File: src/rtl/lsu_pkg.sv
// Shared definitions for the load/store unit: RV32 funct3 codes, FSM encoding
// and lane geometry of the 32-bit little-endian data word.
package lsu_pkg;

  localparam logic [2:0] F3_B  = 3'b000;
  localparam logic [2:0] F3_H  = 3'b001;
  localparam logic [2:0] F3_W  = 3'b010;
  localparam logic [2:0] F3_BU = 3'b100;
  localparam logic [2:0] F3_HU = 3'b101;

  typedef enum logic [1:0] {
    ST_IDLE = 2'd0,
    ST_RD   = 2'd1,
    ST_WR   = 2'd2,
    ST_RESP = 2'd3
  } lsu_state_e;

  localparam int LANE_BITS  = 8;
  localparam int LANE_IDX_W = 2;
  localparam int HALF_BITS  = 16;

endpackage

File: src/rtl/lsu_if.sv
// Core-side request/response bus of the load/store unit.
// Handshake: a request transfers on a rising edge where req_valid && req_ready;
// resp_valid is a single-cycle pulse with no backpressure.
interface lsu_if;
  logic        req_valid;
  logic        req_ready;
  logic        req_write;
  logic [2:0]  req_funct3;
  logic [31:0] req_addr;
  logic [31:0] req_wdata;
  logic        resp_valid;
  logic        resp_err;
  logic [31:0] resp_rdata;

  modport master (
    output req_valid, req_write, req_funct3, req_addr, req_wdata,
    input  req_ready, resp_valid, resp_err, resp_rdata
  );

  modport slave (
    input  req_valid, req_write, req_funct3, req_addr, req_wdata,
    output req_ready, resp_valid, resp_err, resp_rdata
  );
endinterface

File: src/rtl/lsu_align.sv
// Combinational lane logic: extracts/extends load data and merges sub-word
// store data into the word previously read from memory.
module lsu_align
  import lsu_pkg::*;
(
  input  logic [31:0]           word,
  input  logic [LANE_IDX_W-1:0] addr_lo,
  input  logic [2:0]            funct3,
  input  logic [31:0]           wdata,
  output logic [31:0]           load_val,
  output logic [31:0]           store_word
);

  logic [LANE_BITS-1:0] lane_b;
  logic [HALF_BITS-1:0] lane_h;

  always_comb begin
    lane_b = word[LANE_BITS*addr_lo +: LANE_BITS];
    lane_h = addr_lo[1] ? word[31:16] : word[15:0];

    case (funct3)
      F3_B:    load_val = {{24{lane_b[7]}}, lane_b};
      F3_BU:   load_val = {24'h0, lane_b};
      F3_H:    load_val = {{16{lane_h[15]}}, lane_h};
      F3_HU:   load_val = {16'h0, lane_h};
      default: load_val = word;
    endcase

    // Untouched lanes keep the old word; a full-word store ignores it.
    store_word = word;
    case (funct3)
      F3_B: store_word[LANE_BITS*addr_lo +: LANE_BITS] = wdata[7:0];
      F3_H: begin
        if (addr_lo[1]) store_word[31:16] = wdata[15:0];
        else            store_word[15:0]  = wdata[15:0];
      end
      default: store_word = wdata;
    endcase
  end

endmodule

File: src/rtl/load_store_unit.sv
// Multi-cycle load/store unit in front of a word-addressed data memory:
// IDLE -> (RD) -> (WR) -> RESP, with read-modify-write for byte/half stores.
module load_store_unit
  import lsu_pkg::*;
#(
  parameter int DEPTH_WORDS = 256
) (
  input  logic        clk,
  input  logic        rst_n,
  lsu_if.slave        bus,
  output logic        mem_write,
  output logic [31:0] mem_address,
  output logic [31:0] mem_write_data,
  input  logic [31:0] mem_read_data,
  output lsu_state_e  dbg_state
);

  lsu_state_e            state, state_next;
  logic                  accept;
  logic                  fault_in;
  logic                  write_q;
  logic [2:0]            funct3_q;
  logic [LANE_IDX_W-1:0] addr_lo_q;
  logic [31:0]           wdata_q;
  logic [31:0]           load_val;
  logic [31:0]           store_word;

  function automatic logic req_fault(input logic wr, input logic [2:0] f3,
                                     input logic [31:0] a);
    logic f;
    case (f3)
      F3_B, F3_BU: f = 1'b0;
      F3_H, F3_HU: f = a[0];
      F3_W:        f = (a[1:0] != 2'b00);
      default:     f = 1'b1;
    endcase
    if (wr && f3[2]) f = 1'b1;
    if ({2'b00, a[31:2]} >= 32'(DEPTH_WORDS)) f = 1'b1;
    return f;
  endfunction

  assign accept   = bus.req_valid && (state == ST_IDLE);
  assign fault_in = req_fault(bus.req_write, bus.req_funct3, bus.req_addr);

  always_ff @(posedge clk or negedge rst_n) begin
    if (!rst_n) state <= ST_IDLE;
    else        state <= state_next;
  end

  always_comb begin
    state_next = state;
    case (state)
      ST_IDLE: begin
        if (accept) begin
          if (fault_in)                                       state_next = ST_RESP;
          else if (bus.req_write && bus.req_funct3 == F3_W)   state_next = ST_WR;
          else                                                state_next = ST_RD;
        end
      end
      ST_RD:   state_next = write_q ? ST_WR : ST_RESP;
      ST_WR:   state_next = ST_RESP;
      ST_RESP: state_next = ST_IDLE;
      default: state_next = ST_IDLE;
    endcase
  end

  // Decoded from state so a reset drops mem_write without waiting for a clock.
  always_comb begin
    mem_write     = (state == ST_WR);
    bus.req_ready = (state == ST_IDLE);
    dbg_state     = state;
  end

  lsu_align u_align (
    .word       (mem_read_data),
    .addr_lo    (addr_lo_q),
    .funct3     (funct3_q),
    .wdata      (wdata_q),
    .load_val   (load_val),
    .store_word (store_word)
  );

  // mem_write_data doubles as the merge register for byte/half stores.
  always_ff @(posedge clk or negedge rst_n) begin
    if (!rst_n) begin
      write_q         <= 1'b0;
      funct3_q        <= 3'b000;
      addr_lo_q       <= '0;
      wdata_q         <= '0;
      mem_address     <= '0;
      mem_write_data  <= '0;
      bus.resp_valid  <= 1'b0;
      bus.resp_err    <= 1'b0;
      bus.resp_rdata  <= '0;
    end else begin
      bus.resp_valid <= (state_next == ST_RESP);
      bus.resp_err   <= accept && fault_in;
      bus.resp_rdata <= (state == ST_RD && !write_q) ? load_val : 32'h0;
      if (accept) begin
        write_q        <= bus.req_write;
        funct3_q       <= bus.req_funct3;
        addr_lo_q      <= bus.req_addr[1:0];
        wdata_q        <= bus.req_wdata;
        mem_address    <= {bus.req_addr[31:2], 2'b00};
        mem_write_data <= bus.req_wdata;
      end
      if (state == ST_RD && write_q) mem_write_data <= store_word;
    end
  end

endmodule

File: src/flat_wrapper.sv
// flat-port wrapper written by rule: the top's interface ports become plain ports
module load_store_unit_flat import lsu_pkg::*;
#(
  parameter int DEPTH_WORDS = 256
)
  (clk, rst_n, mem_write, mem_address, mem_write_data, mem_read_data, dbg_state, bus_req_valid, bus_req_write, bus_req_funct3, bus_req_addr, bus_req_wdata, bus_req_ready, bus_resp_valid, bus_resp_err, bus_resp_rdata);
  lsu_if bus_i ();
  input  logic clk;
  input  logic rst_n;
  output logic mem_write;
  output logic [31:0] mem_address;
  output logic [31:0] mem_write_data;
  input  logic [31:0] mem_read_data;
  output lsu_state_e dbg_state;
  input wire logic [$bits(bus_i.req_valid)-1:0] bus_req_valid;
  input wire logic [$bits(bus_i.req_write)-1:0] bus_req_write;
  input wire logic [$bits(bus_i.req_funct3)-1:0] bus_req_funct3;
  input wire logic [$bits(bus_i.req_addr)-1:0] bus_req_addr;
  input wire logic [$bits(bus_i.req_wdata)-1:0] bus_req_wdata;
  output wire logic [$bits(bus_i.req_ready)-1:0] bus_req_ready;
  output wire logic [$bits(bus_i.resp_valid)-1:0] bus_resp_valid;
  output wire logic [$bits(bus_i.resp_err)-1:0] bus_resp_err;
  output wire logic [$bits(bus_i.resp_rdata)-1:0] bus_resp_rdata;
  assign bus_i.req_valid = bus_req_valid;
  assign bus_i.req_write = bus_req_write;
  assign bus_i.req_funct3 = bus_req_funct3;
  assign bus_i.req_addr = bus_req_addr;
  assign bus_i.req_wdata = bus_req_wdata;
  assign bus_req_ready = bus_i.req_ready;
  assign bus_resp_valid = bus_i.resp_valid;
  assign bus_resp_err = bus_i.resp_err;
  assign bus_resp_rdata = bus_i.resp_rdata;
  load_store_unit #(.DEPTH_WORDS(DEPTH_WORDS)) u_core (.clk(clk), .rst_n(rst_n), .bus(bus_i), .mem_write(mem_write), .mem_address(mem_address), .mem_write_data(mem_write_data), .mem_read_data(mem_read_data), .dbg_state(dbg_state));
endmodule
File: config.mk
export PLATFORM = sky130hd
export DESIGN_NAME = load_store_unit_flat
export DESIGN_NICKNAME = d
export VERILOG_FILES = /design/src/rtl/lsu_pkg.sv /design/src/rtl/lsu_if.sv /design/src/rtl/lsu_align.sv /design/src/rtl/load_store_unit.sv /design/src/flat_wrapper.sv
export SDC_FILE = /design/constraint.sdc
export NUM_CORES = 1
export LEC_CHECK = 0
export ABC_AREA = 1
export BUFFER_PORTS_ARGS = -buffer_cell sky130_fd_sc_hd__buf_4
export CAP_MARGIN = 10
export CORE_ASPECT_RATIO = 0.9
export CORE_MARGIN = 4
export CORE_UTILIZATION = 36
export DETAILED_ROUTE_END_ITERATION = 6
export SLEW_MARGIN = 15
export SYNTH_ARGS = -nofsm -noshare
export SYNTH_HDL_FRONTEND = slang
export SYNTH_HIERARCHICAL = 1
export SYNTH_SLANG_ARGS = --single-unit
File: constraint.sdc
create_clock -name clk -period 2.7 [get_ports clk]
set_input_delay 0.405 -clock clk [delete_from_list [all_inputs] [get_ports clk]]
set_output_delay 0.405 -clock clk [all_outputs]
set_load 0.01 [all_outputs]
==> results of run 1 <==
==> final timing paths <==
| check | startpoint | end | slack [ps] | cells after the start |
|---|---|---|---|---|
| max in group asynchronous | rst_n | u_core/mem_write_data[23] | 1550 | 3 |
| min in group asynchronous | rst_n | u_core/bus.resp_rdata[2] | 490 | 2 |
| max | u_core/addr_lo_q[0] | u_core/mem_write_data[0] | 470 | 9 |
| min reg2reg | u_core/wdata_q[18] | u_core/wdata_q[18] | 480 | 2 |
| max reg2reg | u_core/addr_lo_q[0] | u_core/mem_write_data[0] | 470 | 9 |
| min | bus_req_addr[7] | u_core/mem_address[7] | 170 | 3 |
==> cell families after synthesis <==
family | Yosys count | synth area share
flops | 136 | 0.438
compound gates | 136 | 0.0984
fa+ha+maj | 8 | 0.0129
buf+inv | 183 | 0.0968
simple gates | 672 | 0.353
other cells | 1 | 0.000483
==> through the flow <==
stage	hold slack, ps	worst slack (ps)
3_3_place_gp	378	638
2_1_floorplan	109	682
6_report	172	470
3_5_place_dp	373	566
4_1_cts	156	549
5_1_grt	160	276
==> critical path: cells and delay by family, from the launching register on <==
kind,cells,cell delay (ps)
flops,1,370
buf+inv,2,600
simple gates,4,450
fa+ha+maj,1,360
compound gates,2,350
==> synthesized netlist by cell type (2+ instances only) <==
| cell | count |
|---|---|
| nand2_1 | 435 |
| nor2_1 | 148 |
| dfrtp_1 | 136 |
| inv_1 | 119 |
| nand3_1 | 66 |
| o21ai_0 | 65 |
| a21oi_1 | 37 |
| o211ai_1 | 33 |
| buf_2 | 30 |
| clkbuf_1 | 19 |
| nand3_2 | 11 |
| ha_1 | 8 |
| buf_4 | 5 |
| buf_1 | 4 |
| inv_2 | 4 |
| nand2_2 | 3 |
| nand2_4 | 2 |
| nor2_2 | 2 |
| nor3_2 | 2 |
==> sequential cells by signal, summed over array words and instances, names as in the netlist <==
name,cells
u_core/addr_lo_q,2
u_core/mem_address,30
u_core/write_q,1
u_core/bus.resp_rdata,32
u_core/bus.resp_err,1
u_core/funct3_q,3
u_core/dbg_state,2
u_core/wdata_q,32
u_core/mem_write_data,32
u_core/bus.resp_valid,1
==> layout make-up <==
class,instances,share of cell area
clock buffers,19,0.0436
clock inverters,13,0.0191
inverters,124,0.0459
multi-input cells,818,0.356
flip-flops and latches,136,0.335
well taps,286,0.0352
repair buffers,219,0.165
==> routing by layer <==
metal	vias up	part of all wire
met2	324	0.43
met4	0	0.012
met3	20	0.10
li1	3875	-
met5	-	0
met1	3517	0.45
==> power by group through the flow <==
stage / clock, uW / sequential, uW / combinational (uW)
3_3_place_gp: 0 / 3530 / 5960
2_1_floorplan: 0 / 3610 / 3730
3_5_place_dp: 0 / 3520 / 6030
4_1_cts: 2600 / 3510 / 6050
5_1_grt: 2670 / 3610 / 6800
6_report: 2540 / 3510 / 6040
==> impl_metrics.ini, run 1 <==
[finish]
layout_common_cells = 435 x nand2_1, 215 x buf_4, 148 x nor2_1
final_common_cell = nand2_1
final_cell_area_um2 = 10200
drive_above_1_share = 0.208
finish.utilization = 0.483
final_cell_count_no_fill = 1615
ff_latch_area_um2 = 3400
n_fill_cell = 2185
syn_to_final_growth_pct = 30.8
antenna_cells = 0
fin_nets = 1427
multi_input_area_um2 = 3620

[sta]
skew_ps = 6.43
max_slew_margin = 0.266
drv_slew = 0
rsz0062_at_grt = no
max_freq_mhz = 448
worst_slew_pin_slew_ps = 1100
period_share = 0.826
finalHoldViolCount = 0
finalCriticalPeriod_ps = 2230
fin_tns_setup_ps = 0
setup_viol = 0

[global_route]
grt_pass1_vias = 7418
grt_remaining_overflow = 0
antenna_found_initial = 0
grt.total_usage = 0.208
grt_pass1_wl_mm = 39.6
grt_max_degree = 65
busiest_layer = met2
met1_usage = 0.295
use_met3 = 0.0662
met2_usage = 0.311

[synth]
netlist_area_um2 = 7770
synth_warnings = 6
synth.distinct_cells = 26
synth_top_area_share = 0.438
synth_top_area_cell = dfrtp_1
synth_edf_count = 0
ys_seq_elements = 136
synth_area_leaders = dfrtp_1 44%, nand2_1 21%, nor2_1 7.2%, inv_1 5.7%, nand3_1 4.3%
synth_ff_type = dfrtp_1
synthesis.instances = 1136
async_flop_share = 1.00
postSynthAreaPerCell_um2 = 6.84
synth_seq_area_share = 0.438

[drt]
drtPass1Iterations = 7
wire_per_inst_um = 15.6
drtIter0Drc = 564
drc = 0
detail-route-antenna-nets = 0
dr_total_vias = 7736
via_per_inst = 4.79
finalWirelength_mm = 25.3

[place]
io_buffers = 202
dp_hpwl_mm = 18.7
placed_cells = 1582
gp_congestion = 0.961
dpl_cell_area_um2 = 9510

[pwr]
pwr_density_cell_nw_per_um2 = 1190
power_frac_clock = 0.210
p_sw_uw = 5330
peakVddDrop_mv = 0.516
p_seq_frac = 0.290
leakage_uw = 0.00551
internal_power_uw = 6750
comb_power_share = 0.500
swShare = 0.441
p_total_uw = 12100

[clock_network]
clockRootBuffer = clkbuf_16
cts-buffers-inserted = 17
clockBufferDepth = 2
cts_tree = built
clkLatencyLatePin_ps = 420
cts.repair.resized = 0
clkTransAtPathRegs_ps = 60
ctsHoldBuffers = 1
cts_setup_buffers = 0
h-tree-depth = 4
cts_sinks = 136

[worst_hold_path]
hp-class = input port to flop

[floorplan]
pin_count = 205
die_y_um = 147
rows = 50
core_area_um2 = 21000
die_x_um = 163
initial_core_util = 0.370
die-area_um2 = 24000

[setup_path]
crit_chain = inv_1 > ha_1 > inv_1 > nand2_1 > o21ai_0 > nand2_1 > nand2_1 > nand2_1 > o211ai_1
worst_ep_arrival_time_ps = 2560
required_ps = 3030
critPathMaxStageDelay_ps = 390
critPathLaunchType = flop
path_max_fanout = 16
crit_slowest_cell = inv_1
endpoint_kind = flop
path_class = flop to flop
crit_path_frequent_cell = nand2_1

[run_status]
status = complete, no violations

[flow_run]
maxCapViolCount = 0
Note: power is estimated with default switching activity, not from simulation.
==> inputs of run 2 (changes only) <==
ABC_AREA = 0   (was 1)
clock period = 2.3 ns   (was 2.7 ns; I/O delays follow)
==> run 2 against run 1 <==
Net effect:
- die area fell by 9.8%
- total power grew 11%
- critical path type unchanged
- hold slack got worse by 70 ps
- via count down 16%
- sequential share of layout area increased by 2.4 points
- cell count decreased by 23%
- utilization grew 1.3 points
- register-to-register slack got worse by 380 ps
==> impl_metrics.ini, run 2 <==
[floorplan]
die_y_um = 140
core_area_um2 = 19100
rows = 48
die_x_um = 155
pin_count = 205
initial_core_util = 0.365
die-area_um2 = 21700

[finish]
final_common_cell = nand2_1
syn_to_final_growth_pct = 36.0
reg_top3 = u_core/bus.resp_rdata (32), u_core/mem_write_data (32), u_core/wdata_q (32)
layout_common_cells = 284 x nand2_1, 222 x buf_4, 136 x dfrtp_1
drive_above_1_share = 0.281
finish.utilization = 0.496
fin_nets = 1098
n_fill_cell = 1851
antenna_cells = 0

[clock_network]
cts-buffers-inserted = 17
cts_tree = built
cts.repair.resized = 0
clockBufferDepth = 2
clockRootBuffer = clkbuf_16
clkTransAtPathRegs_ps = 60
clkLatencyLatePin_ps = 430
h-tree-depth = 4
cts_sinks = 136

[place]
gp_congestion = 0.935
dp_hpwl_mm = 16.9
io_buffers = 202

[global_route]
grt_pass1_wl_mm = 36.2
grt.total_usage = 0.212
grt_remaining_overflow = 0
grt_max_degree = 54
antenna_found_initial = 0
grt_pass1_vias = 6326

[setup_path]
critPathLaunchType = flop
reg2reg_to = u_core/mem_write_data[21]
worst_ep_arrival_time_ps = 2530
r2r_start = u_core/funct3_q[0]
reg2reg_depth = 6
required_ps = 2620
path_max_fanout = 12
timing.reg2reg.setup_slack_ps = 90
path_class = flop to flop
endpoint_kind = flop

[sta]
max_freq_mhz = 452
rsz0062_at_grt = no
max_slew_margin = 0.572
finalCriticalPeriod_ps = 2210
drv_slew = 0
fin_tns_setup_ps = 0
setup_viol = 0
finalHoldViolCount = 0
period_share = 0.961
worst_slew_pin_slew_ps = 641
skew_ps = 8.87

[pwr]
peakVddDrop_mv = 0.752
pwr_density_cell_nw_per_um2 = 1420
leakage_uw = 0.00494

[worst_hold_path]
min_path_cells = 3
holdPathEnd = u_core/mem_address[9]
hp-class = input port to flop
worstHoldStart = bus_req_addr[9]

[synth]
synthesis.instances = 790
synth_top_area_cell = dfrtp_1
synth_warnings = 6
synth_ff_type = dfrtp_1
synth_commonest_cells = 285 x nand2_1, 136 x dfrtp_1, 41 x o21ai_0
synth_seq_area_share = 0.488
async_flop_share = 1.00
ys_seq_elements = 136
yosysMostFrequentCell = nand2_1
netlist_area_um2 = 6970
synth.distinct_cells = 50
postSynthAreaPerCell_um2 = 8.82
synth_edf_count = 0
synth_area_leaders = dfrtp_1 49%, nand2_1 15%, a221oi_1 3.6%, and2_1 3.2%, o21ai_0 2.9%
synth_top_area_share = 0.488

[drt]
drc = 0
drtIter0Drc = 492
detail-route-antenna-nets = 0
drtPass1Iterations = 5
via_per_inst = 5.21
finalWirelength_mm = 23.0
wire_per_inst_um = 18.4
dr_total_vias = 6512

[run_status]
status = complete, no violations

[flow_run]
maxCapViolCount = 0
==> run 2: cell count changes after synthesis, moves of 14 or more <==
cell and change:
nand2_1 -150, nor2_1 -125, inv_1 -104, nand3_1 -63
and2_1 +36, o211ai_1 -32, a221oi_1 +29, o21ai_0 -24
mux2i_1 +19, a21oi_1 -16, a21o_1 +15, a22oi_1 +15
buf_2 -14
==> run 2: worst max path at each step <==
stage | slack [ps] | endpoint | start
finish | 90 | u_core/mem_write_data[21] | u_core/funct3_q[0]
CTS | 150 | u_core/mem_write_data[22] | u_core/funct3_q[0]
global route | 1 | u_core/mem_write_data[22] | u_core/funct3_q[0]
detailed placement | 160 | u_core/mem_write_data[21] | u_core/funct3_q[0]
floorplan | 210 | u_core/mem_write_data[10] | u_core/addr_lo_q[1]
global placement | 180 | u_core/mem_write_data[21] | u_core/funct3_q[0]
==> run 2: power by group <==
group          total (uW)  internal (uW)  switching, uW
logic                6260           2820           3430
registers            4150           3390            768
clock network        3030           1930           1100
==> run 2: routing by layer <==
metal	part of all wire	vias up	GRT usage	wire, um
li1	-	3089	-	-
met1	0.46	3129	0.304	10500
met2	0.44	270	0.313	10100
met3	0.091	24	0.0729	2090
met4	0.012	0	0.0441	276
met5	0	-	0	0
==> run 2: worst max-delay path: stages (launching register included) <==
cell	delay (ps)
dfrtp_1	540
and2_1	360
nand2_1	190
a21boi_0	480
buf_4	240
o21ai_0	110
a21o_1	180
==> run 2: area by class of cell <==
cell class,instances,area [um2],share of cell area
clock inverter,14,224,0.0236
timing repair buffer,231,1830,0.193
sequential,136,3400,0.359
tap,250,313,0.0330
clock buffer,17,425,0.0449
multi-input combinational,585,3220,0.340
inverter,16,60.1,0.00634
==> run 2: repair_timing <==
item / CTS / global route
setup endpoints to repair: 0 / 0
setup buffers: 0 / 0
hold endpoints to repair: 50 / 0
hold buffers: 1 / 0
==> run 2: cell families after synthesis <==
kind of cell | synth area share
AO/OA/AOI/OAI | 0.163
AND/OR/NAND/NOR | 0.237
multiplexers | 0.0451
adder cells (fa/ha/maj) | 0.0144
flip-flops | 0.488
buffers and inverters | 0.0513
other | 0.000538
==> run 2: metrics by stage <==
step           worst slack, ps  area [um2]  hold slack (ps)  total power (uW)  cells
6_report                  90.0        9480              102             13400   1249
5_1_grt                  0.998        9480              104             14400   1249
4_1_cts                    155        9480             84.8             13500   1249
3_5_place_dp               157        8820              356             10400   1217
3_3_place_gp               177        8820              348             10400   1217
2_1_floorplan              212        6970             49.4              7800    791
